File: config.mk
export PLATFORM = sky130hd
export DESIGN_NAME = alu_cmd_issuer
export DESIGN_NICKNAME = d
export VERILOG_FILES = /design/src/rtl/alu_pkg.sv /design/src/rtl/alu_cmd_fifo.sv /design/src/rtl/alu_cmd_issuer.sv
export SDC_FILE = /design/constraint.sdc
export NUM_CORES = 1
export LEC_CHECK = 0
export CAP_MARGIN = 20
export CORE_UTILIZATION = 50
export DETAILED_ROUTE_END_ITERATION = 10
export PLACE_DENSITY = 0.85
export RECOVER_POWER = 50
export SYNTH_ARGS = -nofsm -noshare
export SYNTH_HDL_FRONTEND = slang
export SYNTH_SLANG_ARGS = --single-unit
File: constraint.sdc
create_clock -name clk_i -period 2.42 [get_ports clk_i]
set_input_delay 0.242 -clock clk_i [delete_from_list [all_inputs] [get_ports clk_i]]
set_output_delay 0.242 -clock clk_i [all_outputs]
set_load 0.01 [all_outputs]
File: src/rtl/alu_pkg.sv
// rtl/alu_pkg.sv - shared issuer state type, default widths and ALU opcodes
package alu_pkg;

  localparam int ALU_OP_W   = 3;
  localparam int ALU_DATA_W = 8;

  typedef enum logic [1:0] {
    ST_IDLE  = 2'd0,
    ST_ISSUE = 2'd1,
    ST_WAIT  = 2'd2,
    ST_RESP  = 2'd3
  } issuer_state_e;

  localparam logic [ALU_OP_W-1:0] OP_NOP = 3'd0;
  localparam logic [ALU_OP_W-1:0] OP_ADD = 3'd1;
  localparam logic [ALU_OP_W-1:0] OP_SUB = 3'd2;
  localparam logic [ALU_OP_W-1:0] OP_AND = 3'd3;
  localparam logic [ALU_OP_W-1:0] OP_OR  = 3'd4;
  localparam logic [ALU_OP_W-1:0] OP_XOR = 3'd5;
  localparam logic [ALU_OP_W-1:0] OP_SHL = 3'd6;
  localparam logic [ALU_OP_W-1:0] OP_SHR = 3'd7;

endpackage

File: src/rtl/alu_cmd_fifo.sv
// rtl/alu_cmd_fifo.sv - command FIFO with combinational head read
module alu_cmd_fifo #(
  parameter int DEPTH = 4,
  parameter int WIDTH = 19
) (
  input  logic                     clk_i,
  input  logic                     reset_i,
  input  logic                     push_i,
  input  logic                     pop_i,
  input  logic [WIDTH-1:0]         wdata_i,
  output logic [WIDTH-1:0]         rdata_o,
  output logic                     full_o,
  output logic                     empty_o,
  output logic [$clog2(DEPTH):0]   count_o
);

  localparam int AW = $clog2(DEPTH);

  logic [WIDTH-1:0] mem_q [DEPTH];
  logic [AW-1:0]    wr_ptr_q, rd_ptr_q;
  logic [AW:0]      count_q;
  logic             do_push, do_pop;

  assign full_o  = (count_q == (AW+1)'(DEPTH));
  assign empty_o = (count_q == '0);
  assign count_o = count_q;
  assign rdata_o = mem_q[rd_ptr_q];

  assign do_push = push_i && !full_o;
  assign do_pop  = pop_i && !empty_o;

  always_ff @(posedge clk_i) begin
    if (do_push) begin
      mem_q[wr_ptr_q] <= wdata_i;
    end
  end

  // Pointers are AW bits wide, so wrap modulo DEPTH falls out of the adder.
  always_ff @(posedge clk_i) begin
    if (reset_i) begin
      wr_ptr_q <= '0;
      rd_ptr_q <= '0;
      count_q  <= '0;
    end else begin
      if (do_push) wr_ptr_q <= wr_ptr_q + AW'(1);
      if (do_pop)  rd_ptr_q <= rd_ptr_q + AW'(1);
      count_q <= count_q + {{AW{1'b0}}, do_push} - {{AW{1'b0}}, do_pop};
    end
  end

endmodule

File: src/rtl/alu_cmd_issuer.sv
// rtl/alu_cmd_issuer.sv - buffers ALU commands, issues one at a time, returns result or timeout
module alu_cmd_issuer
  import alu_pkg::*;
#(
  parameter int DATA_W  = ALU_DATA_W,
  parameter int OP_W    = ALU_OP_W,
  parameter int DEPTH   = 4,
  parameter int TIMEOUT = 15
) (
  input  logic                   clk_i,
  input  logic                   reset_i,
  input  logic                   cmd_valid_i,
  output logic                   cmd_ready_o,
  input  logic [OP_W-1:0]        cmd_op_i,
  input  logic [DATA_W-1:0]      cmd_a_i,
  input  logic [DATA_W-1:0]      cmd_b_i,
  output logic                   alu_start_o,
  output logic [OP_W-1:0]        alu_op_o,
  output logic [DATA_W-1:0]      alu_a_o,
  output logic [DATA_W-1:0]      alu_b_o,
  input  logic                   alu_rvalid_i,
  input  logic [DATA_W-1:0]      alu_result_i,
  output logic                   res_valid_o,
  input  logic                   res_ready_i,
  output logic [DATA_W-1:0]      res_data_o,
  output logic                   res_err_o,
  output logic                   busy_o,
  output logic [$clog2(DEPTH):0] cmd_count_o
);

  localparam int FW = OP_W + 2 * DATA_W;
  localparam int TW = $clog2(TIMEOUT);

  issuer_state_e     state_q, state_d;
  logic [OP_W-1:0]   op_q, op_d;
  logic [DATA_W-1:0] a_q, a_d, b_q, b_d;
  logic [DATA_W-1:0] res_data_q, res_data_d;
  logic              res_err_q, res_err_d;
  logic [TW-1:0]     timer_q, timer_d;

  logic              fifo_push, fifo_pop, fifo_full, fifo_empty;
  logic [FW-1:0]     fifo_rdata;

  assign fifo_push = cmd_valid_i && !fifo_full;

  alu_cmd_fifo #(
    .DEPTH (DEPTH),
    .WIDTH (FW)
  ) u_fifo (
    .clk_i   (clk_i),
    .reset_i (reset_i),
    .push_i  (fifo_push),
    .pop_i   (fifo_pop),
    .wdata_i ({cmd_op_i, cmd_a_i, cmd_b_i}),
    .rdata_o (fifo_rdata),
    .full_o  (fifo_full),
    .empty_o (fifo_empty),
    .count_o (cmd_count_o)
  );

  always_comb begin
    state_d    = state_q;
    op_d       = op_q;
    a_d        = a_q;
    b_d        = b_q;
    res_data_d = res_data_q;
    res_err_d  = res_err_q;
    timer_d    = timer_q;
    fifo_pop   = 1'b0;
    unique case (state_q)
      ST_IDLE: begin
        if (!fifo_empty) begin
          {op_d, a_d, b_d} = fifo_rdata;
          fifo_pop         = 1'b1;
          state_d          = ST_ISSUE;
        end
      end
      ST_ISSUE: begin
        timer_d = '0;
        state_d = ST_WAIT;
      end
      ST_WAIT: begin
        timer_d = timer_q + TW'(1);
        // A response on the last allowed cycle still counts as a real result.
        if (alu_rvalid_i) begin
          res_data_d = alu_result_i;
          res_err_d  = 1'b0;
          state_d    = ST_RESP;
        end else if (timer_q == TW'(TIMEOUT - 1)) begin
          res_data_d = '0;
          res_err_d  = 1'b1;
          state_d    = ST_RESP;
        end
      end
      ST_RESP: begin
        if (res_ready_i) state_d = ST_IDLE;
      end
      default: state_d = ST_IDLE;
    endcase
  end

  always_ff @(posedge clk_i) begin
    if (reset_i) begin
      state_q    <= ST_IDLE;
      op_q       <= '0;
      a_q        <= '0;
      b_q        <= '0;
      res_data_q <= '0;
      res_err_q  <= 1'b0;
      timer_q    <= '0;
    end else begin
      state_q    <= state_d;
      op_q       <= op_d;
      a_q        <= a_d;
      b_q        <= b_d;
      res_data_q <= res_data_d;
      res_err_q  <= res_err_d;
      timer_q    <= timer_d;
    end
  end

  assign cmd_ready_o = !fifo_full;
  assign alu_start_o = (state_q == ST_ISSUE);
  assign alu_op_o    = op_q;
  assign alu_a_o     = a_q;
  assign alu_b_o     = b_q;
  assign res_valid_o = (state_q == ST_RESP);
  assign res_data_o  = res_data_q;
  assign res_err_o   = res_err_q;
  assign busy_o      = (state_q != ST_IDLE) || !fifo_empty;

endmodule

* Word-level counts from Yosys, hierarchy flattened
Memory sizes are Yosys's and may differ from the RTL's. A register that Yosys moved wholly into a read port is not among the register bits. Index checks and enable logic that the tools add are counted.
Cells by class: muxes and demuxes 14, bitwise gates (word level) 1, add/subtract/negate cells 5, eq/ne operators 8, reduce and logical (&&, ||, !) cells 14
Operators by type and width (count):
- 8-bit two-way mux | 2
- 2-bit two-way mux | 4
- 2-bit case mux with 4 select lines | 1
- 4-bit case mux with 2 select lines | 1
- 1-bit two-way mux | 6
- 2-bit nonzero test | 3
- 2-bit by 1-bit adder with 2-bit output (second input constant) | 2
- 4-bit by 1-bit adder with 4-bit output (second input constant) | 1
- 2-bit equality test (second input constant) | 2
- 4-bit equality test (second input constant) | 1
- 2-bit AND reduction | 2
- 3-bit by 1-bit adder with 3-bit output | 1
- 3-bit equality test (second input constant) | 1
- 1-bit logical AND | 3
- 3-bit logical NOT | 1
- 3-bit != test (second input constant) | 1
- 3-bit AND reduction | 1
- 3-bit by 1-bit subtractor with 3-bit output | 1
- 2-bit by 1-bit equality test with 1-bit output (second input constant) | 1
- 1-bit logical NOT | 2
- 2-bit logical NOT | 1
- 2-bit by 1-bit != test with 1-bit output (second input constant) | 1
- 2-bit != test (second input constant) | 1
- 1-bit logical OR | 1
- 1-bit NOT | 1
Storage, ports and cells: input bits 32, output and inout port bits 35, register bits 22, RAM bits 76, word-level logic and storage cells 50, memories 1
Memory list:
- u_fifo.mem_q | depth 4, bits a word 19, read ports 1, clocked after Yosys merged registers in 1, wr ports 1, line alu_cmd_fifo.sv:19 | logic [WIDTH-1:0] mem_q [DEPTH];

* Longest topological paths before layout
Gate-level depths: netlist (run 1).
word-level depth 6, gate-level depth with buffers 9, gate-level depth less buffers 9

* By module
From an unflattened synthesis (run 1), not the netlist that was laid out.
Unflattened totals: cells, all modules 302, area total of the unflattened synthesis 4639.4 sq um
Modules (own cells, without submodules):
- alu_cmd_fifo | times used 1, area an instance 3266.9 sq um, cells each 150
- alu_cmd_issuer | times used 1, area an instance 1372.6 sq um, cells each 152

* Worst setup path after synthesis (run 1)
OpenSTA, ideal clock, no wires.
path kind register -> register, from register state_q[0], to register u_fifo.count_q[2], in the netlist u_fifo.count_o[2], arrival 1.839 ns, setup slack 0.453 ns, setup time 0.128 ns, path buffers 0, clock period less this slack 1.967 ns, cell stages (with the launch flop) 10, cell sequence dfxtp_1 > inv_1 > ha_1 > o31a_4 > ha_1 > inv_1 > ha_1 > fa_1 > xnor2_1 > nor2_1
Between the ends: longest elaborated chain between the ends 4
RTL lines:
- start: declaration | line alu_cmd_issuer.sv:34 | issuer_state_e state_q, state_d;
- start signal: assignment | line alu_cmd_issuer.sv:112 | state_q <= state_d;
- 2-bit logical NOT | line alu_cmd_issuer.sv:70 | unique case (state_q)
- 1-bit two-way mux | line alu_cmd_issuer.sv:70
- named net fifo_pop | line alu_cmd_issuer.sv:41 | logic fifo_push, fifo_pop, fifo_full, fifo_empty;
- 1-bit logical AND | line alu_cmd_fifo.sv:30 | assign do_pop = pop_i && !empty_o;
- 3-bit by 1-bit subtractor with 3-bit output | line alu_cmd_fifo.sv:47 | count_q <= count_q + {{AW{1'b0}}, do_push} - {{AW{1'b0}}, do_pop};
- end signal: assignment | line alu_cmd_fifo.sv:47
- end: declaration | line alu_cmd_fifo.sv:21 | logic [AW:0] count_q;
The timed path passes the listed nets, and every way through them passes these cells. A chain may end at the register's enable or synchronous reset.

* Worst setup path in the final report (run 1)
from register state_q[0], to register u_fifo.count_q[1], in the netlist u_fifo.count_o[1]
Same word-level chain as after synthesis.

==> summary.txt, run 1 <==
Setup path
  – CP endpoint kind: register
  – Max stage delay on crit path: 0.40 ns
  – R2R cell count: 8
  – Worst setup SP type: register
  – Worst path arrival time: 2.61 ns
  – CP Class: register to register
  – Critical path's most frequent cell: ha_1
  – Max stage delay cell, worst path: fa_1
  – Crit path required time: 2.79 ns
  – Max FO, Critical Path: 5
  – Critical Path, Cell by Cell: inv_1 -> ha_1 -> o31a_1 -> ha_1 -> inv_1 -> ha_1 -> fa_1 -> nor2b_1

Timing
  – F_max: 446 MHz
  – Setup TNS: 0 ns
  – Final setup margin: 0.175 ns
  – Final setup violation count: 0
  – Slew HR: 32.5%
  – Final hold violations: 0
  – Max Transition Viols Final: 0
  – RSZ-0062 raised after global routing: no
  – Worst-Margin Slew: 1.01 ns
  – Hold Slack: 0.341 ns
  – Min cycle time layout: 2.24 ns
  – Worst Skew: 0.00647 ns
  – Crit share post-route: 92.8%

Synthesis
  – Avg Synthesized Cell Area: 17.6 um^2
  – Netlist Area Pre-Place: 4490 um^2
  – Syn_nets: 300
  – Number of synthesized register bits: 117
  – Post-synth EDFFs: 76
  – Synth async-reset ratio: 0%
  – Top_reg_cell synth: edfxtp_1
  – Yosys warns: 0
  – Post-Syn Instances: 255
  – Distinct cells, synth: 39
  – Register area share after synthesis: 69.1%

Global routing
  – Number of global-route vias before repair: 2587
  – First-pass GRT wire length: 13100 um
  – GRT Total Usage: 18.7%
  – Largest net degree at the start of global routing: 20
  – Total grt overflow: 0
  – Initial antenna violation count: 0

Clock network
  – Max clock buf depth: 2
  – CTS Buf Count: 17
  – Clk sinks: 117
  – Hold_buf cts: 0
  – Clock root cell: clkbuf_8
  – Worst-path clk slew: 0.06 ns
  – Postcts setup bufs: 0
  – CTS resizes: 0
  – H-Tree Depth: 4
  – Later-pin clock latency in the skew report: 0.50 ns
  – CTS tree: yes

Placement
  – Placed instance count: 422
  – Pre-CTS setup slack: 0.308 ns
  – Routability cong.: 0.703
  – Port Buf Inserts: 66
  – Post-DP HPWL: 5020 um

Routing
  – Via density: 5.54
  – WL final: 8130 um
  – # DRC: 0
  – Via count: 2513
  – Wirelength per Cell: 17.9 um
  – DRT iter0 DRCs: 118
  – Final ANT Viol Nets: 0
  – Drt first pass iters: 4

Floorplan
  – IO Pins: 67
  – Die Ht: 96.8 um
  – Die Width: 96.8 um
  – Starting Density: 51.5%
  – Core box area: 8720 um^2
  – DIE AREA: 9370 um^2
  – Row count: 34

Layout
  – Fill count: 568
  – Total Nets Final: 378
  – Layout cells sized above 1: 13.9%
  – Ant diodes: 0
  – Non-Filler Instances: 454
  – Fin util: 67.0%
  – Reg area: 3100 um^2
  – Area Growth Syn to Fin: 30.1%
  – Combined area of the multi-input logic cells: 1230 um^2

Pwr
  – P_leak: 2.17 nW
  – Maximum VDD drop: 645 uV
  – Power Density: 1180 nW/um^2

Min path
  – Worst hold path class: primary input to register
  – Hold-critical path depth: 2

Run
  – Max cap viols: 0

Status
  – Result of the run: finished clean
## through the flow
step           power, mW  area, um^2
5_1_grt             7.19        5840
4_1_cts             7.03        5850
3_3_place_gp        4.31        5220
2_1_floorplan       3.72        4490
6_report            6.89        5840
3_5_place_dp        4.38        5220
## layout by cell type (no fill, tap or decap), drive strengths merged
master and n:
and3 4, xnor2 3, clkdlybuf4s50 20, o32ai 1
o31a 1, a31oi 1, mux4 19, inv 21
xor2 1, buf 3, nand3b 1, a41oi 1
a221o 1, nor3 2, a31o 1, nand4b 1
nor2b 5, nand3 5, a22o 27, a211oi 2
nand2b 2, fa 1, ha 12, dfxtp 41
a21oi 7, edfxtp 76, o21ai 3, dlygate4sd3 46
o311ai 1, clkbuf 17, nor3b 1, nand2 4
bufinv 4, clkinv 3, mux2i 1, nor2 7
## Yosys cell counts (3+ instances only)
cell | number | area [um^2]
o21ai_0 | 3 | 15.0
inv_1 | 13 | 48.8
ha_1 | 12 | 150
mux4_2 | 10 | 225
a21oi_1 | 7 | 35.0
nor2_1 | 6 | 22.5
xnor2_1 | 3 | 26.3
and3_1 | 4 | 25.0
nor2b_1 | 4 | 25.0
nand2_1 | 4 | 15.0
edfxtp_1 | 76 | 2280
a22o_1 | 27 | 236
mux4_1 | 9 | 236
nand3_1 | 5 | 25.0
dfxtp_1 | 41 | 821
## layer usage
metal  up-vias  GRT usage (%)  share of wire, %
met1      1248           21.1                41
li1       1174              -                 -
met3        12           6.65               5.1
met4         0           6.89               1.7
met2        79           32.6                52
met5         -              0                 0
## path summary, 6_finish.rpt
| path | start | to | slack, ns |
|---|---|---|---|
| min | alu_result_i[6] | res_data_o[6]$_SDFFE_PP0P_ | 0.34 |
| min reg2reg | alu_op_o[2]$_SDFFE_PP0P_ | alu_op_o[2]$_SDFFE_PP0P_ | 0.47 |
| max | state_q[0]$_SDFFE_PP0P_ | u_fifo.count_o[1]$_SDFF_PP0_ | 0.18 |
| max reg2reg | state_q[0]$_SDFFE_PP0P_ | u_fifo.count_o[1]$_SDFF_PP0_ | 0.18 |
## cells by family after synthesis
| family | count (synthesis) | share of synthesized area (%) |
|---|---|---|
| DFF | 117 | 69.1 |
| AOI/OAI and AO/OA | 46 | 8.25 |
| and+or+nand+nor | 32 | 4.29 |
| buffers and inverters | 23 | 3.31 |
| muxes | 20 | 10.5 |
| adders and majority gates | 13 | 3.79 |
| xor gates and xnor gates | 4 | 0.780 |
## report_power, final
| group | internal [mW] | switching (mW) |
|---|---|---|
| sequential | 2.47 | 0.193 |
| combinational | 0.844 | 0.746 |
| clock | 1.70 | 0.935 |
## worst max-delay path: cells and delay by family (launching register included)
kind	cells	cell delay (ns)
and+or+nand+nor	1	0.13
AOI/OAI and AO/OA	1	0.38
DFF	1	0.33
buffers and inverters	2	0.17
adders and majority gates	4	1.10
## cell type report
type                            count  area share [%]
Clock buffer                       17            7.09
Timing Repair Buffer               69            11.9
Multi-Input combinational cell    115            21.1
Clock inverter                     15            3.68
Sequential cell                   117            53.1
Tap cell                          108            2.31
Inverter                           13           0.835
## registers in the layout (all words and copies together) (netlist names)
register	cells
u_fifo.wr_ptr_q	2
timer_q	4
alu_b_o	8
res_data_o	8
u_fifo.mem_q	76
u_fifo.rd_ptr_q	2
u_fifo.count_o	3
alu_a_o	8
state_q	2
alu_op_o	3
res_err_o	1
No activity file was read; power rests on OpenSTA's default activity.
==> run 2: changes to the inputs <==
SLEW_MARGIN = 15   (was default)
==> results of run 2 <==
The final DEF is identical to that of run 1; final timing and power are the same.
==> run 3: changes to the inputs <==
CTS_CLUSTER_DIAMETER = 100   (was default)
CTS_CLUSTER_SIZE = 28   (was default)
==> results of run 3 <==
The final DEF is identical to that of run 1; final timing and power are the same.
